--- src/rtl/search_pkg.sv ---
// Shared types for the search job sequencer.
// State encoding, job descriptor layout and descriptor validity check.
package search_pkg;

    localparam int ADDR_W = 8;
    localparam int ID_W   = 4;
    localparam int JOB_W  = 4 * ADDR_W + ID_W;

    localparam logic [ADDR_W-1:0] NOT_FOUND = 8'hFF;

    typedef enum logic [5:0] {
        S_IDLE    = 6'b000001,
        S_LOAD    = 6'b000010,
        S_CLEAR   = 6'b000100,
        S_RUN     = 6'b001000,
        S_CAPTURE = 6'b010000,
        S_EMIT    = 6'b100000
    } state_t;

    typedef struct packed {
        logic [ADDR_W-1:0] p;
        logic [ADDR_W-1:0] pl;
        logic [ADDR_W-1:0] b;
        logic [ADDR_W-1:0] bl;
        logic [ID_W-1:0]   id;
    } job_t;

    // Block must lie inside the 256-byte space, so the end is a 9-bit sum.
    function automatic logic job_ok(
        input logic [ADDR_W-1:0] pl,
        input logic [ADDR_W-1:0] b,
        input logic [ADDR_W-1:0] bl
    );
        return (pl != '0) && (pl <= bl) &&
               (({1'b0, b} + {1'b0, bl}) <= 9'd256);
    endfunction

endpackage

--- src/rtl/search_sequencer_job_fifo.sv ---
// Job descriptor FIFO with async reset.
// Same-cycle push and pop are allowed; full/empty are exact.
module job_fifo
    import search_pkg::*;
#(
    parameter int DEPTH = 4
) (
    input  logic clk,
    input  logic reset,
    input  logic push,
    input  logic pop,
    input  job_t wr_data,
    output job_t rd_data,
    output logic full,
    output logic empty
);

    localparam int AW = (DEPTH > 1) ? $clog2(DEPTH) : 1;

    job_t           mem [DEPTH];
    logic [AW-1:0]  wp;
    logic [AW-1:0]  rp;
    logic [AW:0]    cnt;
    logic           do_push;
    logic           do_pop;

    assign do_push = push && !full;
    assign do_pop  = pop && !empty;
    assign full    = (cnt == (AW+1)'(DEPTH));
    assign empty   = (cnt == '0);
    assign rd_data = mem[rp];

    always_ff @(posedge clk or posedge reset) begin
        if (reset) begin
            wp  <= '0;
            rp  <= '0;
            cnt <= '0;
        end else begin
            if (do_push)
                wp <= wp + 1'b1;
            if (do_pop)
                rp <= rp + 1'b1;
            if (do_push && !do_pop)
                cnt <= cnt + 1'b1;
            else if (do_pop && !do_push)
                cnt <= cnt - 1'b1;
        end
    end

    always_ff @(posedge clk) begin
        if (do_push)
            mem[wp] <= wr_data;
    end

endmodule

--- src/rtl/search_sequencer.sv ---
// Job driver for the pattern-search engine: queue, run, time out, report.
// Define SEARCH_SEQ_STATS_EN to add saturating job/hit/timeout counters.
module search_sequencer
    import search_pkg::*;
#(
    parameter int FIFO_DEPTH     = 4,
    parameter int TIMEOUT_CYCLES = 4096,
    parameter int CLEAR_CYCLES   = 2
) (
    input  logic              CLK100MHZ,
    input  logic              reset,
    input  logic              job_valid,
    output logic              job_ready,
    input  logic [ADDR_W-1:0] job_p,
    input  logic [ADDR_W-1:0] job_pl,
    input  logic [ADDR_W-1:0] job_b,
    input  logic [ADDR_W-1:0] job_bl,
    output logic [ADDR_W-1:0] srch_p,
    output logic [ADDR_W-1:0] srch_pl,
    output logic [ADDR_W-1:0] srch_b,
    output logic [ADDR_W-1:0] srch_bl,
    output logic              srch_reset,
    output logic              srch_activate,
    input  logic              srch_done,
    input  logic [ADDR_W-1:0] srch_found,
    output logic              res_valid,
    input  logic              res_ready,
    output logic [ADDR_W-1:0] res_found,
    output logic [ID_W-1:0]   res_id,
    output logic              res_timeout,
`ifdef SEARCH_SEQ_STATS_EN
    output logic              res_err,
    output logic [15:0]       stat_jobs,
    output logic [15:0]       stat_hits,
    output logic [7:0]        stat_timeouts
`else
    output logic              res_err
`endif
);

    localparam int TW = (TIMEOUT_CYCLES > 1) ? $clog2(TIMEOUT_CYCLES) : 1;
    localparam int CW = (CLEAR_CYCLES > 1) ? $clog2(CLEAR_CYCLES) : 1;

    state_t          state;
    job_t            wr_job;
    job_t            rd_job;
    logic            fifo_full;
    logic            fifo_empty;
    logic            push;
    logic            pop;
    logic [ID_W-1:0] id_cnt;
    logic [TW-1:0]   tmo_cnt;
    logic [CW-1:0]   clr_cnt;

    assign job_ready = !fifo_full && !reset;
    assign push      = job_valid && job_ready;
    assign pop       = (state == S_IDLE) && !fifo_empty && !res_valid;

    assign wr_job = '{p: job_p, pl: job_pl, b: job_b, bl: job_bl, id: id_cnt};

    job_fifo #(
        .DEPTH  (FIFO_DEPTH)
    ) u_fifo (
        .clk     (CLK100MHZ),
        .reset   (reset),
        .push    (push),
        .pop     (pop),
        .wr_data (wr_job),
        .rd_data (rd_job),
        .full    (fifo_full),
        .empty   (fifo_empty)
    );

    always_ff @(posedge CLK100MHZ or posedge reset) begin
        if (reset)
            id_cnt <= '0;
        else if (push)
            id_cnt <= id_cnt + 1'b1;
    end

    always_ff @(posedge CLK100MHZ or posedge reset) begin
        if (reset) begin
            state         <= S_IDLE;
            srch_p        <= '0;
            srch_pl       <= '0;
            srch_b        <= '0;
            srch_bl       <= '0;
            srch_reset    <= 1'b1;
            srch_activate <= 1'b0;
            res_valid     <= 1'b0;
            res_found     <= NOT_FOUND;
            res_id        <= '0;
            res_timeout   <= 1'b0;
            res_err       <= 1'b0;
            tmo_cnt       <= '0;
            clr_cnt       <= '0;
        end else begin
            unique case (state)
                S_IDLE: begin
                    srch_reset <= 1'b0;
                    if (pop) begin
                        srch_p      <= rd_job.p;
                        srch_pl     <= rd_job.pl;
                        srch_b      <= rd_job.b;
                        srch_bl     <= rd_job.bl;
                        res_id      <= rd_job.id;
                        res_found   <= NOT_FOUND;
                        res_err     <= 1'b0;
                        res_timeout <= 1'b0;
                        state       <= S_LOAD;
                    end
                end
                S_LOAD: begin
                    if (job_ok(srch_pl, srch_b, srch_bl)) begin
                        srch_reset <= 1'b1;
                        clr_cnt    <= '0;
                        state      <= S_CLEAR;
                    end else begin
                        res_err   <= 1'b1;
                        res_valid <= 1'b1;
                        state     <= S_EMIT;
                    end
                end
                S_CLEAR: begin
                    if (clr_cnt == CW'(CLEAR_CYCLES - 1)) begin
                        srch_reset    <= 1'b0;
                        srch_activate <= 1'b1;
                        tmo_cnt       <= '0;
                        state         <= S_RUN;
                    end else begin
                        clr_cnt <= clr_cnt + 1'b1;
                    end
                end
                S_RUN: begin
                    // done takes priority over an expiring timer
                    if (srch_done) begin
                        res_found     <= srch_found;
                        srch_activate <= 1'b0;
                        state         <= S_CAPTURE;
                    end else if (tmo_cnt == TW'(TIMEOUT_CYCLES - 1)) begin
                        res_timeout   <= 1'b1;
                        srch_activate <= 1'b0;
                        state         <= S_CAPTURE;
                    end else begin
                        tmo_cnt <= tmo_cnt + 1'b1;
                    end
                end
                S_CAPTURE: begin
                    srch_activate <= 1'b0;
                    res_valid     <= 1'b1;
                    state         <= S_EMIT;
                end
                S_EMIT: begin
                    if (res_ready) begin
                        res_valid <= 1'b0;
                        state     <= S_IDLE;
                    end
                end
                default: begin
                    srch_activate <= 1'b0;
                    res_valid     <= 1'b0;
                    state         <= S_IDLE;
                end
            endcase
        end
    end

`ifdef SEARCH_SEQ_STATS_EN
    logic res_hs;
    assign res_hs = res_valid && res_ready;

    always_ff @(posedge CLK100MHZ or posedge reset) begin
        if (reset) begin
            stat_jobs     <= '0;
            stat_hits     <= '0;
            stat_timeouts <= '0;
        end else if (res_hs) begin
            if (stat_jobs != '1)
                stat_jobs <= stat_jobs + 1'b1;
            if ((res_found != NOT_FOUND) && !res_err && !res_timeout &&
                (stat_hits != '1))
                stat_hits <= stat_hits + 1'b1;
            if (res_timeout && (stat_timeouts != '1))
                stat_timeouts <= stat_timeouts + 1'b1;
        end
    end
`endif

endmodule

--- config.mk ---
export PLATFORM = sky130hd
export DESIGN_NAME = search_sequencer
export DESIGN_NICKNAME = d
export VERILOG_FILES = /design/src/rtl/search_pkg.sv /design/src/rtl/search_sequencer_job_fifo.sv /design/src/rtl/search_sequencer.sv
export SDC_FILE = /design/constraint.sdc
export NUM_CORES = 1
export LEC_CHECK = 0
export CORE_AREA = 2 2 141 143
export CTS_BUF_LIST = sky130_fd_sc_hd__clkbuf_4 sky130_fd_sc_hd__clkbuf_8
export DETAILED_ROUTE_END_ITERATION = 7
export DIE_AREA = 0 0 143 145
export PLACE_DENSITY = 0.67
export SLEW_MARGIN = 20
export SYNTH_ARGS = -nofsm -noshare
export SYNTH_HDL_FRONTEND = slang
export SYNTH_SLANG_ARGS = --single-unit
--- constraint.sdc ---
create_clock -name CLK100MHZ -period 5.4 [get_ports CLK100MHZ]
set_input_delay 1.35 -clock CLK100MHZ [delete_from_list [all_inputs] [get_ports CLK100MHZ]]
set_output_delay 1.35 -clock CLK100MHZ [all_outputs]
set_load 0.02 [all_outputs]
## Word-level counts from Yosys, hierarchy flattened

Memory sizes are Yosys's and may differ from the RTL's. A register that Yosys moved wholly into a read port is not among the register bits.
Index checks and enable logic that the tools add are counted.

| storage, ports and cells | value |
|---|---|
| bits in registers | 43 |
| memory bits (writable) | 144 |
| bits of input ports | 45 |
| output and inout bits | 50 |
| logic and storage cells | 116 |
| memories kept | 1 |

| operators by class | value |
|---|---|
| add/sub/neg operators | 8 |
| $lt $le $gt $ge | 2 |
| eq/ne operators | 18 |
| muxes and demuxes | 36 |
| bitwise logic cells | 2 |
| reductions and logical operators | 36 |

Memory list:

| memory | depth | width | rd ports | clocked after memory_dff | wr ports | line | text |
|---|---|---|---|---|---|---|---|
| u_fifo.mem | 4 | 36 | 1 | 1 | 1 | search_sequencer_job_fifo.sv:20 | `job_t mem [DEPTH];` |

Operator list:

| kind | count |
|---|---|
| 12-bit 2-to-1 mux | 3 |
| 6-bit 2-to-1 mux | 6 |
| 6-bit case mux with 6 select lines | 1 |
| 12-bit case mux with 2 select lines | 1 |
| 8-bit 2-to-1 mux | 2 |
| 2-bit inequality test (second input constant) | 8 |
| 8-bit case mux with 2 select lines | 1 |
| 3-bit AND reduction | 5 |
| 1-bit 2-to-1 mux | 14 |
| 12-bit by 1-bit adder with 12-bit output (second input constant) | 1 |
| 12-bit equality test (second input constant) | 1 |
| 4-bit AND reduction | 3 |
| 1-bit logical AND | 10 |
| 2-bit nonzero test | 5 |
| 8-bit by 8-bit adder with 9-bit output | 1 |
| 9-bit <= comparator (second input constant) | 1 |
| 8-bit <= comparator | 1 |
| 8-bit nonzero test | 1 |
| 6-bit by 1-bit equality test with 1-bit output (second input constant) | 1 |
| 6-bit by 2-bit equality test with 1-bit output (second input constant) | 1 |
| 6-bit by 3-bit equality test with 1-bit output (second input constant) | 1 |
| 6-bit by 4-bit equality test with 1-bit output (second input constant) | 1 |
| 6-bit by 5-bit equality test with 1-bit output (second input constant) | 1 |
| 6-bit equality test (second input constant) | 1 |
| other kinds (18) | 31 |

## Longest topological paths before layout

| logic depth | value |
|---|---|
| depth after elaboration | 9 |
| gate-level depth with buffers | 11 |
| mapped depth without buffers | 9 |

## Modules after synthesis

A second synthesis with hierarchy kept.

| unflattened totals | value |
|---|---|
| cell total of the unflattened synthesis | 623 |
| area, all modules | 9,347.7 um2 |

Modules (own cells, without submodules):

| module | instances | cells an instance | area an instance (um2) | seq. area each (um2) |
|---|---|---|---|---|
| job_fifo | 1 | 224 | 5,639.2 | 4,499.3 |
| search_sequencer | 1 | 399 | 3,708.6 | 1,814.2 |

## Worst setup path after synthesis

No wires, ideal clock.

| timing path | value |
|---|---|
| path kind | input to register |
| start point | input reset |
| end point | register u_fifo.cnt[2] |
| library setup time | 0.079 ns |
| data arrival time | 3.295 ns |
| data required time | 5.321 ns |
| slack | 2.026 ns |
| stages on the path | 9 |
| path buffers | 1 |
| cells stage by stage | a21oi_1 > and2_1 > clkbuf_1 > ha_1 > inv_1 > fa_1 > xor2_1 > nor2_1 > xor2_1 |

| between the ends | value |
|---|---|
| longest elaborated chain between the ends | 7 |
| elaborated cells on any way between the ends | 9 |
| classes of those cells | mux: 1; reduce/logical: 8 |

RTL lines:

| element | line | text |
|---|---|---|
| from (decl) | search_sequencer.sv:11 | `input logic reset,` |
| 1-bit logical NOT (no source line) (*) | - |  |
| 1-bit logical AND (*) | search_sequencer.sv:55 | `assign job_ready = !fifo_full && !reset;` |
| 1-bit logical AND (*) | search_sequencer.sv:56 | `assign push = job_valid && job_ready;` |
| 1-bit logical AND (*) | search_sequencer_job_fifo.sv:27 | `assign do_push = push && !full;` |
| named net u_fifo.do_push | search_sequencer_job_fifo.sv:24 | `logic do_push;` |
| 1-bit logical NOT | search_sequencer_job_fifo.sv:45 | `else if (do_pop && !do_push)` |
| 1-bit logical AND | search_sequencer_job_fifo.sv:45 |  |
| 2-bit nonzero test (no source line) | - |  |
| to (signal assigned) | search_sequencer_job_fifo.sv:44 | `cnt <= cnt + 1'b1;` |
| to (signal assigned) | search_sequencer_job_fifo.sv:46 | `cnt <= cnt - 1'b1;` |
| to (decl) | search_sequencer_job_fifo.sv:23 | `logic [AW:0] cnt;` |

The timed path passes the listed nets; every way through them passes the cells marked *.
A chain may end at the register's enable or synchronous reset.

## Final worst setup path

| timing path | value |
|---|---|
| start point | input reset |
| end point | output job_ready |

| between the ends | value |
|---|---|
| longest elaborated chain between the ends | 2 |

RTL lines:

| element | line | text |
|---|---|---|
| 1-bit logical NOT (no source line) | - |  |
| 1-bit logical AND | search_sequencer.sv:55 |  |
| to (decl) | search_sequencer.sv:13 | `output logic job_ready,` |

No other way between the ends.

==> reports/results.tsv <==
stage	metric	value	unit
clocking	Setup Fix Bufs, Post-CTS	0	
detailed_routing	DR vias/cell	5.42	
synthesis	Post-Syn Area	9250	um2
sta	Slew @ Worst Pin	1.08	ns
placement	Placed Cells	929	
finish	Ant. Diodes	0	
clocking	hold buffers post-CTS	0	
setup_path	CP Capture Type	output port	
sta	final setup vio count	0	
sta	post-layout minimum cycle time	4.19	ns
grt	initial antenna violation count	0	
finish	Layout Utilization	58.3	%
sta	Hold Vio Cnt, Final	0	
detailed_routing	routed len/inst	19.5	um
clocking	CTS tree	yes	
clocking	Clk pin slew, worst setup/hold paths	0.06	ns
detailed_routing	TritonRoute pass-1 iters	4	
sta	Slew HR	27.8	%
sta	clk_skew	0.0207	ns
synthesis	Synth Register Bits	223	
placement	hpwl dp	11.9	mm
setup_path	reg2reg end	res_found[5]	
detailed_routing	WL final	19.4	mm
job	Max Cap Viol	0	
synthesis	Seq/Total Area, Yosys	68.2	%
grt	total global routing overflow	0	
power_and_ir_drop	Worst VDD drop	270	uV
synthesis	Yosys warnings	0	
detailed_routing	DRT iter0 DRCs	232	
synthesis	Post-Syn Instances	589	
worst_hold_path	hold endpoint	u_fifo.cnt[2]	
clocking	PostCTS Resize Cnt	0	
floorplanning	total core area	19200	um2
synthesis	top area cells in the synthesized netlist	edfxtp_1 47%, dfrtp_1 19%, mux4_2 8.8%, ha_1 3.1%, dfstp_2 2.8%	
synthesis	cell taking the most area after synthesis	edfxtp_1	
placement	post-place setup slack	1.23	ns
sta	Hold Slack	0.504	ns
finish	fin cells	996	
detailed_routing	Vias	5395	
clocking	Skew-Pair Late Insertion Delay	0.53	ns
sta	RSZ-0062 raised after global routing	no	
finish	nets@finish	773	
sta	final worst slack	1.21	ns
worst_hold_path	Hold Startpoint	u_fifo.cnt[2]	
status	status	complete, no violations	
setup_path	CP Data Required Time	4.05	ns
clocking	Root Buffer	clkbuf_8	
synthesis	Mapped Nets	659	
worst_hold_path	Hold WC Path Type	register to register	
synthesis	Yosys top cell area share	46.7	%
grt	first-pass GRT wire length	30.8	mm
synthesis	syn_area_per_cell	15.7	um2
grt	largest net degree at the start of global routing	57	
synthesis	Yosys cell types	55	
clocking	clock buffer count from CTS	37	
floorplanning	die height	145	um
setup_path	CP arrival	2.84	ns
setup_path	crit path kind	input pin to output port	
power_and_ir_drop	Cell Pwr Density	559	nW/um2
floorplanning	Die Width	143	um
sta	period utilization	77.6	%
setup_path	R2R cell count	6	
setup_path	R2R Setup Slk	2.06	ns
finish	area delta synth->final	21.0	%
floorplanning	# rows	51	
clocking	clk buf depth	3	
grt	vias in the first global route	5806	
sta	fin. max-slew vios	0	
worst_hold_path	hold path cells	1	
clocking	CTS Sinks	223	
setup_path	Max Fanout on Critical Path	6	
detailed_routing	Post-DRT Antenna Nets	0	
floorplanning	# IOs	95	
sta	post-route setup TNS	0	ns
setup_path	Critical Path Start Type	input pin	
synthesis	ys async rst share	35.4	%
synthesis	Post-synth EDFFs	144	
clocking	CTS H-tree depth	2	
finish	share of post-route cells with drive strength above 1	19.7	%
grt	GRT Total Usage	19.3	%
power_and_ir_drop	Leakage Power	0.00412	uW
detailed_routing	drt drc	0	
setup_path	FF-to-FF Start	state[1]	
synthesis	main flop type after synthesis	edfxtp_1	
placement	PortBufs	94	
floorplanning	Starting Density	48.2	%
floorplanning	DIE AREA	20700	um2
placement	RePlAce Congestion	0.815	
sta	FMAX	0.239	GHz
==> cell usage in the layout (no fill, tap or decap), drive strengths merged, types with 4 or more instances in the layout <==
| master | Yosys | final |
|---|---|---|
| mux4 | 36 | 36 |
| ha | 23 | 23 |
| nor2b | 6 | 6 |
| a21o | 4 | 4 |
| clkbuf | 13 | 56 |
| mux2 | 23 | 23 |
| nand2b | 4 | 4 |
| xor2 | 7 | 7 |
| dfstp | 10 | 10 |
| nor3 | 11 | 11 |
| and3 | 6 | 6 |
| xnor2 | 17 | 17 |
| inv | 16 | 17 |
| dfrtp | 69 | 69 |
| clkdlybuf4s50 | 0 | 94 |
| nor4 | 4 | 4 |
| nand4 | 5 | 5 |
| a21oi | 10 | 10 |
| clkinv | 1 | 11 |
| nor2 | 31 | 31 |
| nand3 | 9 | 9 |
| o21ai | 30 | 30 |
| nand2 | 59 | 59 |
| edfxtp | 144 | 144 |
==> flip-flops by register name (all words and copies together), names as in the netlist, 3 cells and up <==
register    cells
u_fifo.cnt      3
res_id          4
srch_p          8
res_found       8
srch_bl         8
srch_b          8
state           6
tmo_cnt        12
id_cnt          4
srch_pl         8
u_fifo.mem    144
==> worst max-delay path: stages <==
cell	delay [ns]
clkdlybuf4s50_1	0.44
a21oi_1	0.36
clkdlybuf4s50_1	0.69
==> cells in the mapped netlist (2+ instances only) <==
master,number
o31a_1,2
o21ai_0,30
nor2b_1,6
and2_1,2
dfstp_2,10
nand3_1,9
o21a_1,3
clkbuf_1,13
and3_1,6
nand4_1,5
mux2i_1,2
ha_1,23
dfrtp_1,69
a221oi_1,2
o211ai_1,3
nor4_1,3
buf_2,3
edfxtp_1,144
a21o_1,4
inv_1,16
mux2_2,23
nor2_1,31
o31ai_1,2
xnor2_1,17
nand2_1,59
fa_1,2
nor3_1,11
or3_1,3
nor3b_1,2
or4_1,2
a21oi_1,10
xor2_1,7
buf_1,4
nand2b_1,4
mux4_2,36
nor4b_1,2
==> routing by layer <==
layer	GRT usage, %	vias to the layer above	wire length [um]
li1	-	2456	-
met1	23.8	2751	7950
met2	33.0	145	9860
met3	4.92	43	1120
met4	6.63	0	473
met5	0	-	0
==> logic make-up after synthesis <==
logic type,count (synthesis),synth area share (%)
AOI/OAI and AO/OA,64,4.25
xor gates and xnor gates,24,2.27
adders and majority gates,25,3.54
buffers and inverters,39,1.74
DFF,223,68.2
muxes,61,11.8
and+or+nand+nor,153,8.19
==> worst max path at each step <==
stage / startpoint / to / slack (ns) / cells after the start
floorplan: reset / u_fifo.cnt[2] / 2.03 / 9
global placement: reset / job_ready / 1.27 / 3
detailed placement: reset / job_ready / 1.23 / 3
CTS: reset / job_ready / 1.21 / 3
global route: reset / job_ready / 1.11 / 3
finish: reset / job_ready / 1.21 / 3
==> report_power, final <==
part           switching, uW  internal [uW]  leakage [uW]
combinational           1120           1110       0.00149
clock                    650            796      0.000386
sequential               379           2210       0.00225
==> per-stage QoR <==
step           total power, uW  cell area, um2
2_1_floorplan             4030            9250
3_3_place_gp              4750           10500
3_5_place_dp              4860           10500
4_1_cts                   6320           11200
5_1_grt                   6640           11200
6_report                  6260           11200
==> final cells by class <==
class / instances / area [um2]
Clock buffer: 56 / 671
Sequential cell: 223 / 6320
Fill cell: 1509 / 8010
Clock inverter: 11 / 53.8
Timing Repair Buffer: 97 / 963
Tap cell: 265 / 332
Multi-Input combinational cell: 327 / 2800
Inverter: 17 / 65.1
No activity file was read; power rests on OpenSTA's default activity.
